## config.mk

```make
export PLATFORM = sky130hd
export DESIGN_NAME = keypad_entry
export DESIGN_NICKNAME = d
export VERILOG_FILES = /design/src/rtl/keypad_pkg.sv /design/src/rtl/keypad_tick.sv /design/src/rtl/keypad_entry.sv
export SDC_FILE = /design/constraint.sdc
export NUM_CORES = 1
export LEC_CHECK = 0
export CORE_MARGIN = 2
export CORE_UTILIZATION = 40
export DETAILED_ROUTE_END_ITERATION = 8
export GPL_TIMING_DRIVEN = 0
export PLACE_DENSITY = 0.63
export SLEW_MARGIN = 10
export SYNTH_ARGS = -nofsm -noshare
export SYNTH_HDL_FRONTEND = slang
export SYNTH_SLANG_ARGS = --single-unit
```

## constraint.sdc

```tcl
create_clock -name clk -period 2.75 [get_ports clk]
set_clock_uncertainty 0.15 [all_clocks]
set_input_delay 0.55 -clock clk [delete_from_list [all_inputs] [get_ports clk]]
set_output_delay 0.55 -clock clk [all_outputs]
set_load 0.005 [all_outputs]
```

## src/rtl/keypad_pkg.sv

```systemverilog
// keypad_pkg
//   Shared types and constants for the hex keypad scanner (keypad_entry).
//   - state_t     : scanner FSM states
//   - ROWS/COLS   : keypad matrix geometry
//   - DIGITS      : hex digits per assembled entry word
//   - *_IDX_W     : key_code field widths ({row_idx, col_idx})
//   - lowest_low  : index of the lowest-numbered low (pressed) column
//   - multi_low   : true when more than one column is low
package keypad_pkg;

  typedef enum logic [1:0] {
    SCAN     = 2'd0,
    DEBOUNCE = 2'd1,
    HELD     = 2'd2,
    RELEASE  = 2'd3
  } state_t;

  localparam int ROWS      = 4;
  localparam int COLS      = 4;
  localparam int DIGITS    = 8;
  localparam int ROW_IDX_W = 2;
  localparam int COL_IDX_W = 2;
  localparam int CODE_W    = ROW_IDX_W + COL_IDX_W;

  // Columns are active-low; scanning from the top down leaves the lowest
  // low index as the result.
  function automatic logic [COL_IDX_W-1:0] lowest_low(input logic [COLS-1:0] p);
    logic [COL_IDX_W-1:0] idx;
    idx = '0;
    for (int i = COLS - 1; i >= 0; i--) begin
      if (!p[i]) idx = COL_IDX_W'(i);
    end
    return idx;
  endfunction

  function automatic logic multi_low(input logic [COLS-1:0] p);
    int zeros;
    zeros = 0;
    for (int i = 0; i < COLS; i++) begin
      if (!p[i]) zeros++;
    end
    return (zeros > 1);
  endfunction

endpackage

```

## src/rtl/keypad_tick.sv

```systemverilog
// keypad_tick
//   Scan-rate divider: counts 0..CLK_DIV-1 and pulses tick for one cycle
//   on the cycle the counter wraps.
//   Ports:
//     clk  in   system clock
//     rst  in   synchronous active-high reset (counter -> 0)
//     tick out  one-cycle pulse every CLK_DIV clocks
module keypad_tick #(
  parameter int CLK_DIV = 1000
) (
  input  logic clk,
  input  logic rst,
  output logic tick
);

  localparam int CW = (CLK_DIV > 2) ? $clog2(CLK_DIV) : 1;

  logic [CW-1:0] cnt_reg;

  assign tick = (cnt_reg == CW'(CLK_DIV - 1));

  always_ff @(posedge clk) begin
    if (rst) begin
      cnt_reg <= '0;
    end else if (tick) begin
      cnt_reg <= '0;
    end else begin
      cnt_reg <= cnt_reg + 1'b1;
    end
  end

endmodule

```

## src/rtl/keypad_entry.sv

```systemverilog
// keypad_entry
//   4x4 hex keypad scanner, debouncer and 32-bit word assembler.
//   Rows are driven low one at a time; columns are sampled once per scan
//   tick. A debounced press emits key_code and shifts it into entry_data;
//   every 8th digit completes a word and pulses entry_valid.
//   Ports:
//     clk          in   system clock
//     rst          in   synchronous active-high reset
//     row[3:0]     out  row drive, active-low, one row low at a time
//     col[3:0]     in   column sense, active-low, asynchronous
//     key_valid    out  one-cycle pulse per accepted key
//     key_code[3:0]out  last accepted key {row_idx, col_idx}
//     entry_data   out  assembled word, newest digit in [3:0]
//     entry_valid  out  one-cycle pulse when a word's 8th digit is accepted
//   Build option:
//     KEYPAD_MULTI_REJECT_EN - when defined, a press pattern with more than
//     one low column is rejected instead of resolving to the lowest column.
module keypad_entry
  import keypad_pkg::*;
#(
  parameter int CLK_DIV        = 1000,
  parameter int DEBOUNCE_TICKS = 5
) (
  input  logic        clk,
  input  logic        rst,
  output logic [3:0]  row,
  input  logic [3:0]  col,
  output logic        key_valid,
  output logic [3:0]  key_code,
  output logic [31:0] entry_data,
  output logic        entry_valid
);

  localparam int CNT_W   = $clog2(DEBOUNCE_TICKS + 1);
  localparam int DIGIT_W = $clog2(DIGITS);
  localparam logic [DIGIT_W-1:0] LAST_DIGIT = DIGIT_W'(DIGITS - 1);

  logic                 tick;
  logic [COLS-1:0]      sync1_reg, sync2_reg;
  logic [COLS-1:0]      cs;
  state_t               state_reg, state_next;
  logic [ROW_IDX_W-1:0] row_idx_reg, row_idx_next;
  logic [COLS-1:0]      pattern_reg, pattern_next;
  logic [CNT_W-1:0]     stable_cnt_reg, stable_cnt_next;
  logic [CNT_W-1:0]     cnt_inc;
  logic                 reached;
  logic                 reject;
  logic                 accept;
  logic [CODE_W-1:0]    code;
  logic                 key_valid_reg;
  logic [CODE_W-1:0]    key_code_reg;
  logic [31:0]          entry_data_reg;
  logic                 entry_valid_reg;
  logic [DIGIT_W-1:0]   digit_cnt_reg;
  logic                 word_done_reg;

  keypad_tick #(.CLK_DIV(CLK_DIV)) u_tick (
    .clk  (clk),
    .rst  (rst),
    .tick (tick)
  );

  // Two-flop synchronizer; resets to the idle (all released) level.
  always_ff @(posedge clk) begin
    if (rst) begin
      sync1_reg <= '1;
      sync2_reg <= '1;
    end else begin
      sync1_reg <= col;
      sync2_reg <= sync1_reg;
    end
  end
  assign cs = sync2_reg;

  assign row     = ~(4'b0001 << row_idx_reg);
  assign cnt_inc = stable_cnt_reg + 1'b1;
  assign reached = (cnt_inc == CNT_W'(DEBOUNCE_TICKS));
  assign code    = {row_idx_reg, lowest_low(pattern_reg)};

`ifdef KEYPAD_MULTI_REJECT_EN
  assign reject = multi_low(pattern_reg);
`else
  assign reject = 1'b0;
`endif

  always_ff @(posedge clk) begin
    if (rst) begin
      state_reg      <= SCAN;
      row_idx_reg    <= '0;
      pattern_reg    <= '1;
      stable_cnt_reg <= '0;
    end else begin
      state_reg      <= state_next;
      row_idx_reg    <= row_idx_next;
      pattern_reg    <= pattern_next;
      stable_cnt_reg <= stable_cnt_next;
    end
  end

  // All FSM decisions happen only on scan ticks; between ticks everything holds.
  always_comb begin
    state_next      = state_reg;
    row_idx_next    = row_idx_reg;
    pattern_next    = pattern_reg;
    stable_cnt_next = stable_cnt_reg;
    accept          = 1'b0;
    if (tick) begin
      case (state_reg)
        SCAN: begin
          if (cs == 4'hF) begin
            row_idx_next = row_idx_reg + 1'b1;
          end else begin
            // Row index stays frozen so the pressed row keeps being driven.
            pattern_next    = cs;
            stable_cnt_next = '0;
            state_next      = DEBOUNCE;
          end
        end
        DEBOUNCE: begin
          if (reject || (cs != pattern_reg)) begin
            state_next = SCAN;
          end else begin
            stable_cnt_next = cnt_inc;
            if (reached) begin
              accept     = 1'b1;
              state_next = HELD;
            end
          end
        end
        HELD: begin
          if (cs == 4'hF) begin
            stable_cnt_next = '0;
            state_next      = RELEASE;
          end
        end
        RELEASE: begin
          if (cs == 4'hF) begin
            stable_cnt_next = cnt_inc;
            if (reached) state_next = SCAN;
          end else begin
            state_next = HELD;
          end
        end
        default: state_next = SCAN;
      endcase
    end
  end

  // Output / word assembly registers, updated on the acceptance edge.
  always_ff @(posedge clk) begin
    if (rst) begin
      key_valid_reg   <= 1'b0;
      key_code_reg    <= '0;
      entry_data_reg  <= '0;
      entry_valid_reg <= 1'b0;
      digit_cnt_reg   <= '0;
      word_done_reg   <= 1'b0;
    end else begin
      key_valid_reg   <= accept;
      entry_valid_reg <= accept && (digit_cnt_reg == LAST_DIGIT);
      if (accept) begin
        key_code_reg <= code;
        // The first digit after a completed word starts a fresh word.
        if ((digit_cnt_reg == '0) && word_done_reg) begin
          entry_data_reg <= {28'h0, code};
        end else begin
          entry_data_reg <= {entry_data_reg[27:0], code};
        end
        word_done_reg <= (digit_cnt_reg == LAST_DIGIT);
        if (digit_cnt_reg == LAST_DIGIT) begin
          digit_cnt_reg <= '0;
        end else begin
          digit_cnt_reg <= digit_cnt_reg + 1'b1;
        end
      end
    end
  end

  assign key_valid   = key_valid_reg;
  assign key_code    = key_code_reg;
  assign entry_data  = entry_data_reg;
  assign entry_valid = entry_valid_reg;

endmodule

```

==> flow_summary.yaml, run 1 <==
floorplan:
  fp.dieW_um: 87.3
  ios: 48
  dieArea_um2: 7620
  fp.dieH_um: 87.3
  num_rows: 30
  coreArea_um2: 6760
  start_util_pct: 41.1
finish:
  largest_reg_flops: 29
  drive_gt1_share_pct: 9.42
  syn_to_final_growth_pct: 26.0
  nNetsFinal: 393
  antennaDiodeCount: 0
routing:
  viasPerCell: 5.05
  ant_nets: 0
  dr_total_vias: 2335
  wire_per_inst_um: 12.6
  drtIter0Drc: 156
  wl_mm: 5.84
  drcViolationCount: 0
  dr.pass1.iters: 4
clock_tree:
  root_buffer: "clkbuf_8"
  insertion_delay_ps: 340
  cts_max_level: 3
  cts_sinks: 67
  clk_pin_slew_ps: 70
  cts_tree: "built"
  post_cts_buffers: 0
  hold_buffers: 0
  clk_path_buf_depth: 2
  cts_resized: 0
  cts_buffers: 9
power:
  power.switching_uw: 399
  p_per_area_nw_per_um2: 492
  p_int_mw: 1.32
  seq_power_share_pct: 57.3
  combPwrFrac_pct: 2.9
  p_clk_share_pct: 39.8
  power_leakage_nw: 1.21
  p_sw_share_pct: 23.2
  peakVddDrop_mv: 0.235
status:
  status: "complete, no violations"
timing:
  setup_violations: 0
  hold_violations: 0
  drv_slew: 0
  timing.final.crit_share_pct: 87.8
  min_period_ps: 2410
  worst_slew_pin_slew_ps: 656
  fin_setup_tns_ps: 0
  hold_ws_ps: 261
  slew_headroom_pct: 56.1
  fmax_mhz: 414
  grt_setup_unrepaired: "no"
logic_synthesis:
  synth_most_common_cell: "dfxtp_1"
  synth_top_cell_area_share_pct: 48.4
  synth_top_area_cell: "dfxtp_1"
  ys_types: 38
  synthArstFlopShare_pct: 0
  ys_ff_latch: 67
  synth_commonest_cells: "67 x dfxtp_1, 49 x nand2_1, 40 x a21oi_1, 34 x nand3_1"
  avgSynthCellArea_um2: 8.67
  syn_nets: 336
  ys_seq_area_share_pct: 48.4
  synth_edf_count: 0
  synthFlopType: "dfxtp_1"
  syn_inst: 320
  yosysWarnings: 0
  netlist_area_um2: 2770
  synthTopCellsByArea: "dfxtp_1 48%, a21oi_1 7.2%, nand2_1 6.6%"
global_route:
  grt_max_degree: 12
  grtUsageTotal_pct: 16.8
  antenna_found_initial: 0
  grt_pass1_vias: 2163
  gr-total-overflow: 0
  grt_pass1_wl_mm: 10.0
setup_path:
  critPathArrivalTime_ps: 2530
  critPathCaptureType: "flop"
  startpoint_type: "flop"
  critPathKind: "reg2reg"
  path_max_fanout: 10
  cp.required_ps: 2870
placement:
  io_buffer_count: 46
  place_hpwl_mm: 4.14
  gp_congestion: 0.779
run:
  cap_violations: 0
worst_hold_path:
  worstHoldPathType: "reg2reg"
power groups by stage:
stage | Combinational [mW] | Sequential, mW | Clock (mW)
floorplan | 0.0342 | 1.01 | 0
CTS | 0.0502 | 0.985 | 0.707
finish | 0.0498 | 0.985 | 0.685
global route | 0.0565 | 0.986 | 0.751
global placement | 0.0495 | 1.01 | 0
detailed placement | 0.0500 | 1.01 | 0
through the flow:
step,cell area [um^2],power [mW],setup WS (ps),util (%),std cells
finish,3500,1.72,336,51.7,462
detailed placement,3330,1.06,320,49.4,446
CTS,3500,1.74,298,51.7,462
global placement,3330,1.06,342,49.4,446
floorplan,2770,1.04,584,-,320
global route,3500,1.79,81.2,51.7,462
cell families after synthesis:
group	Yosys count	synth area share, %
fa+ha+maj	10	4.51
compound gates	50	9.92
xor+xnor	13	4.10
flops	67	48.4
buf+inv	35	5.55
mux	4	1.44
simple gates	141	26.1
layout by cell type (no fill, tap or decap), drive strengths merged:
master,synthesis,layout
dfxtp,67,67
nand2,50,50
clkdlybuf4s50,0,46
a21oi,41,41
nand3,35,35
clkbuf,16,27
nor2,16,16
inv,14,14
ha,10,10
xnor2,9,9
or2,8,8
buf,5,5
xor2,4,4
nand4,4,4
mux2i,4,4
o21ai,4,4
and3,4,4
nor4,4,4
nand3b,3,3
nor3,3,3
nand2b,3,3
clkinv,0,3
nor2b,2,2
a211o,2,2
or3,2,2
clkinvlp,0,2
and4,1,1
and4bb,1,1
or4,1,1
nor4b,1,1
and2,1,1
a2111oi,1,1
nand4b,1,1
a31oi,1,1
nor3b,1,1
o211ai,1,1
metal layers:
| layer | GRT usage [%] | part of all wire [%] | vias up |
|---|---|---|---|
| met5 | 0 | 0 | - |
| met4 | 7.97 | 1.5 | 0 |
| met3 | 3.98 | 3.5 | 8 |
| met2 | 23.3 | 44 | 49 |
| met1 | 24.3 | 51 | 1085 |
| li1 | - | - | 1193 |
worst max-delay path, cell delays in order (launching register included):
cell	delay [ps]
dfxtp_1	370
ha_1	210
and4bb_2	270
nand4_1	180
nor4_4	420
clkbuf_1	430
nand3_1	130
a21oi_1	160
path summary, 6_finish.rpt:
check	startpoint	to	slack (ps)	cells after the start
worst min-delay path	sync1_reg[2]	cs[2]	260	1
worst max-delay path	u_tick.cnt_reg[0]	entry_data[26]	340	7
worst min register to register	sync1_reg[2]	cs[2]	260	1
worst max register to register	u_tick.cnt_reg[0]	entry_data[26]	340	7
area by class of cell:
cell class / instances / area [um^2]
clock buffer: 11 / 131
buffer: 21 / 101
multi-input combinational: 218 / 1280
tap: 80 / 100
inverter: 14 / 52.6
sequential: 67 / 1340
timing repair buffer: 46 / 460
clock inverter: 5 / 30.0
fill: 665 / 3260
Note: power is estimated with default switching activity, not from simulation.
==> run 2, diff against run 1 <==
--- a/config.mk
+++ b/config.mk
@@ -7,6 +7,7 @@
 export LEC_CHECK = 0
 export CORE_MARGIN = 2
 export CORE_UTILIZATION = 40
+export CTS_CLUSTER_DIAMETER = 80
 export DETAILED_ROUTE_END_ITERATION = 8
 export GPL_TIMING_DRIVEN = 0
 export PLACE_DENSITY = 0.63
==> results of run 2 <==
Final layout, timing and power as in run 1 (identical DEF).
==> run 3, diff against run 2 <==
--- a/config.mk
+++ b/config.mk
@@ -5,12 +5,13 @@
 export SDC_FILE = /design/constraint.sdc
 export NUM_CORES = 1
 export LEC_CHECK = 0
+export CORE_ASPECT_RATIO = 0.6
 export CORE_MARGIN = 2
 export CORE_UTILIZATION = 40
 export CTS_CLUSTER_DIAMETER = 80
 export DETAILED_ROUTE_END_ITERATION = 8
 export GPL_TIMING_DRIVEN = 0
-export PLACE_DENSITY = 0.63
+export PLACE_DENSITY = 0.66
 export SLEW_MARGIN = 10
 export SYNTH_ARGS = -nofsm -noshare
 export SYNTH_HDL_FRONTEND = slang
==> constraint.sdc (replaced) <==
create_clock -name clk -period 1.95 [get_ports clk]
set_clock_uncertainty 0.15 [all_clocks]
set_input_delay 0.39 -clock clk [delete_from_list [all_inputs] [get_ports clk]]
set_output_delay 0.39 -clock clk [all_outputs]
set_load 0.005 [all_outputs]
==> flow_summary.yaml, run 3 (synthesis results as in run 1) <==
clock_tree:
  cts_sinks: 67
  clk_pin_slew_ps: 60
  clk_path_buf_depth: 2
  root_buffer: "clkbuf_16"
  cts_max_level: 3
  cts_buffers: 9
  insertion_delay_ps: 330
  hold_buffers: 0
  cts_tree: "built"
timing:
  fin_ws_ps: -124
  hold_violations: 0
  grt_setup_unrepaired: "yes"
  setup_violations: 40
  min_period_ps: 2070
  fmax_mhz: 482
  timing.final.crit_share_pct: 106
  slew_headroom_pct: 59.4
  worst_slew_pin_slew_ps: 609
  drv_slew: 0
  hold_ws_ps: 255
run:
  cap_violations: 0
finish:
  final_cell_count_no_fill: 492
  mostFrequentLayoutCells: "57 x dfxtp_1, 48 x nand2_1, 42 x clkdlybuf4s50_1"
  largest_reg_flops: 29
  syn_to_final_growth_pct: 45.8
  post-route-util_pct: 60.3
  nNetsFinal: 416
  mostFrequentLayoutCell: "dfxtp_1"
  antennaDiodeCount: 0
  nFillCells: 584
  drive_gt1_share_pct: 24.2
global_route:
  grt_pass1_vias: 2137
  gr-total-overflow: 0
  antenna_found_initial: 0
  grt_pass1_wl_mm: 10.8
  grt_max_degree: 12
  grtUsageTotal_pct: 18.7
floorplan:
  fp.dieW_um: 112
  start_util_pct: 41.4
  ios: 48
  dieArea_um2: 7640
  coreArea_um2: 6710
  num_rows: 23
  fp.dieH_um: 68.5
routing:
  wl_mm: 6.93
  ant_nets: 0
  dr_total_vias: 2442
  wire_per_inst_um: 14.1
  viasPerCell: 4.96
  dr.pass1.iters: 5
  drcViolationCount: 0
  drtIter0Drc: 177
power:
  p_per_area_nw_per_um2: 739
  peakVddDrop_mv: 0.514
  power_leakage_nw: 1.44
setup_path:
  startpoint_type: "flop"
  cp_slowest_cell: "or4_4"
  r2r_setup_slack_ps: -120
  critPathArrivalTime_ps: 2190
  cp.required_ps: 2060
  cp_cell_sequence: "ha_4, and4bb_2, nand4_1, or4_4, or3_4, a21oi_2"
  critPathKind: "reg2reg"
  path_max_fanout: 7
  critPathCaptureType: "flop"
  critPathMaxStageDelay_ps: 520
placement:
  place_hpwl_mm: 4.49
  io_buffer_count: 46
  place_worst_setup_slack_ps: -377
  place_inst: 453
  gp_congestion: 0.795
status:
  status: "finished, violations left"
  violations: "negative setup slack"
worst_hold_path:
  worstHoldPathType: "reg2reg"
-- run 3: area by class of cell --
cell class	count	area, um^2	share of cell area (%)
flip-flops and latches	67	1370	33.8
inverters	14	52.6	1.30
clock inverters	5	27.5	0.680
clock buffers	11	253	6.25
well taps	87	109	2.69
multi-input cells	218	1420	35.2
repair buffers	70	658	16.3
plain buffers	20	155	3.84
-- run 3: what timing repair did --
action                                  in CTS  in global routing
endpoints found under the setup margin      50                 48
cloned                                       2                  1
buffers inserted                            17                  4
pin swaps                                   14                 25
gates resized for setup                     32                 27
-- run 3: worst max-delay path, delay by kind of cell, from the launching register on --
kind	cells	cell delay (ps)
flops	1	360
fa+ha+maj	1	120
simple gates	4	1260
compound gates	1	110
-- run 3: path summary, 6_finish.rpt --
kind / startpoint / to / cells after the start
min: sync1_reg[0] / cs[0] / 1
min reg2reg: sync1_reg[0] / cs[0] / 1
max reg2reg: u_tick.cnt_reg[0] / digit_cnt_reg[0] / 6
max: u_tick.cnt_reg[0] / digit_cnt_reg[0] / 6
-- run 3: power by group --
| group | internal [mW] | switching (mW) |
|---|---|---|
| sequential | 1.38 | 0.00907 |
| combinational | 0.0434 | 0.0563 |
| clock | 0.919 | 0.583 |
-- run 3: stage by stage --
stage	power (mW)	TNS (ps)	area [um^2]
floorplan	1.47	-837	2830
finish	2.99	-1940	4050
global route	3.10	-5170	4050
global placement	1.50	-11720	3400
detailed placement	1.50	-12350	3400
CTS	3.01	-6400	3920
-- run 3: per-layer routing --
metal / GRT usage, % / wire length (um)
met3: 6.29 / 494
met5: 0 / 0
met4: 6.64 / 79
met2: 24.4 / 2740
met1: 28.1 / 3610
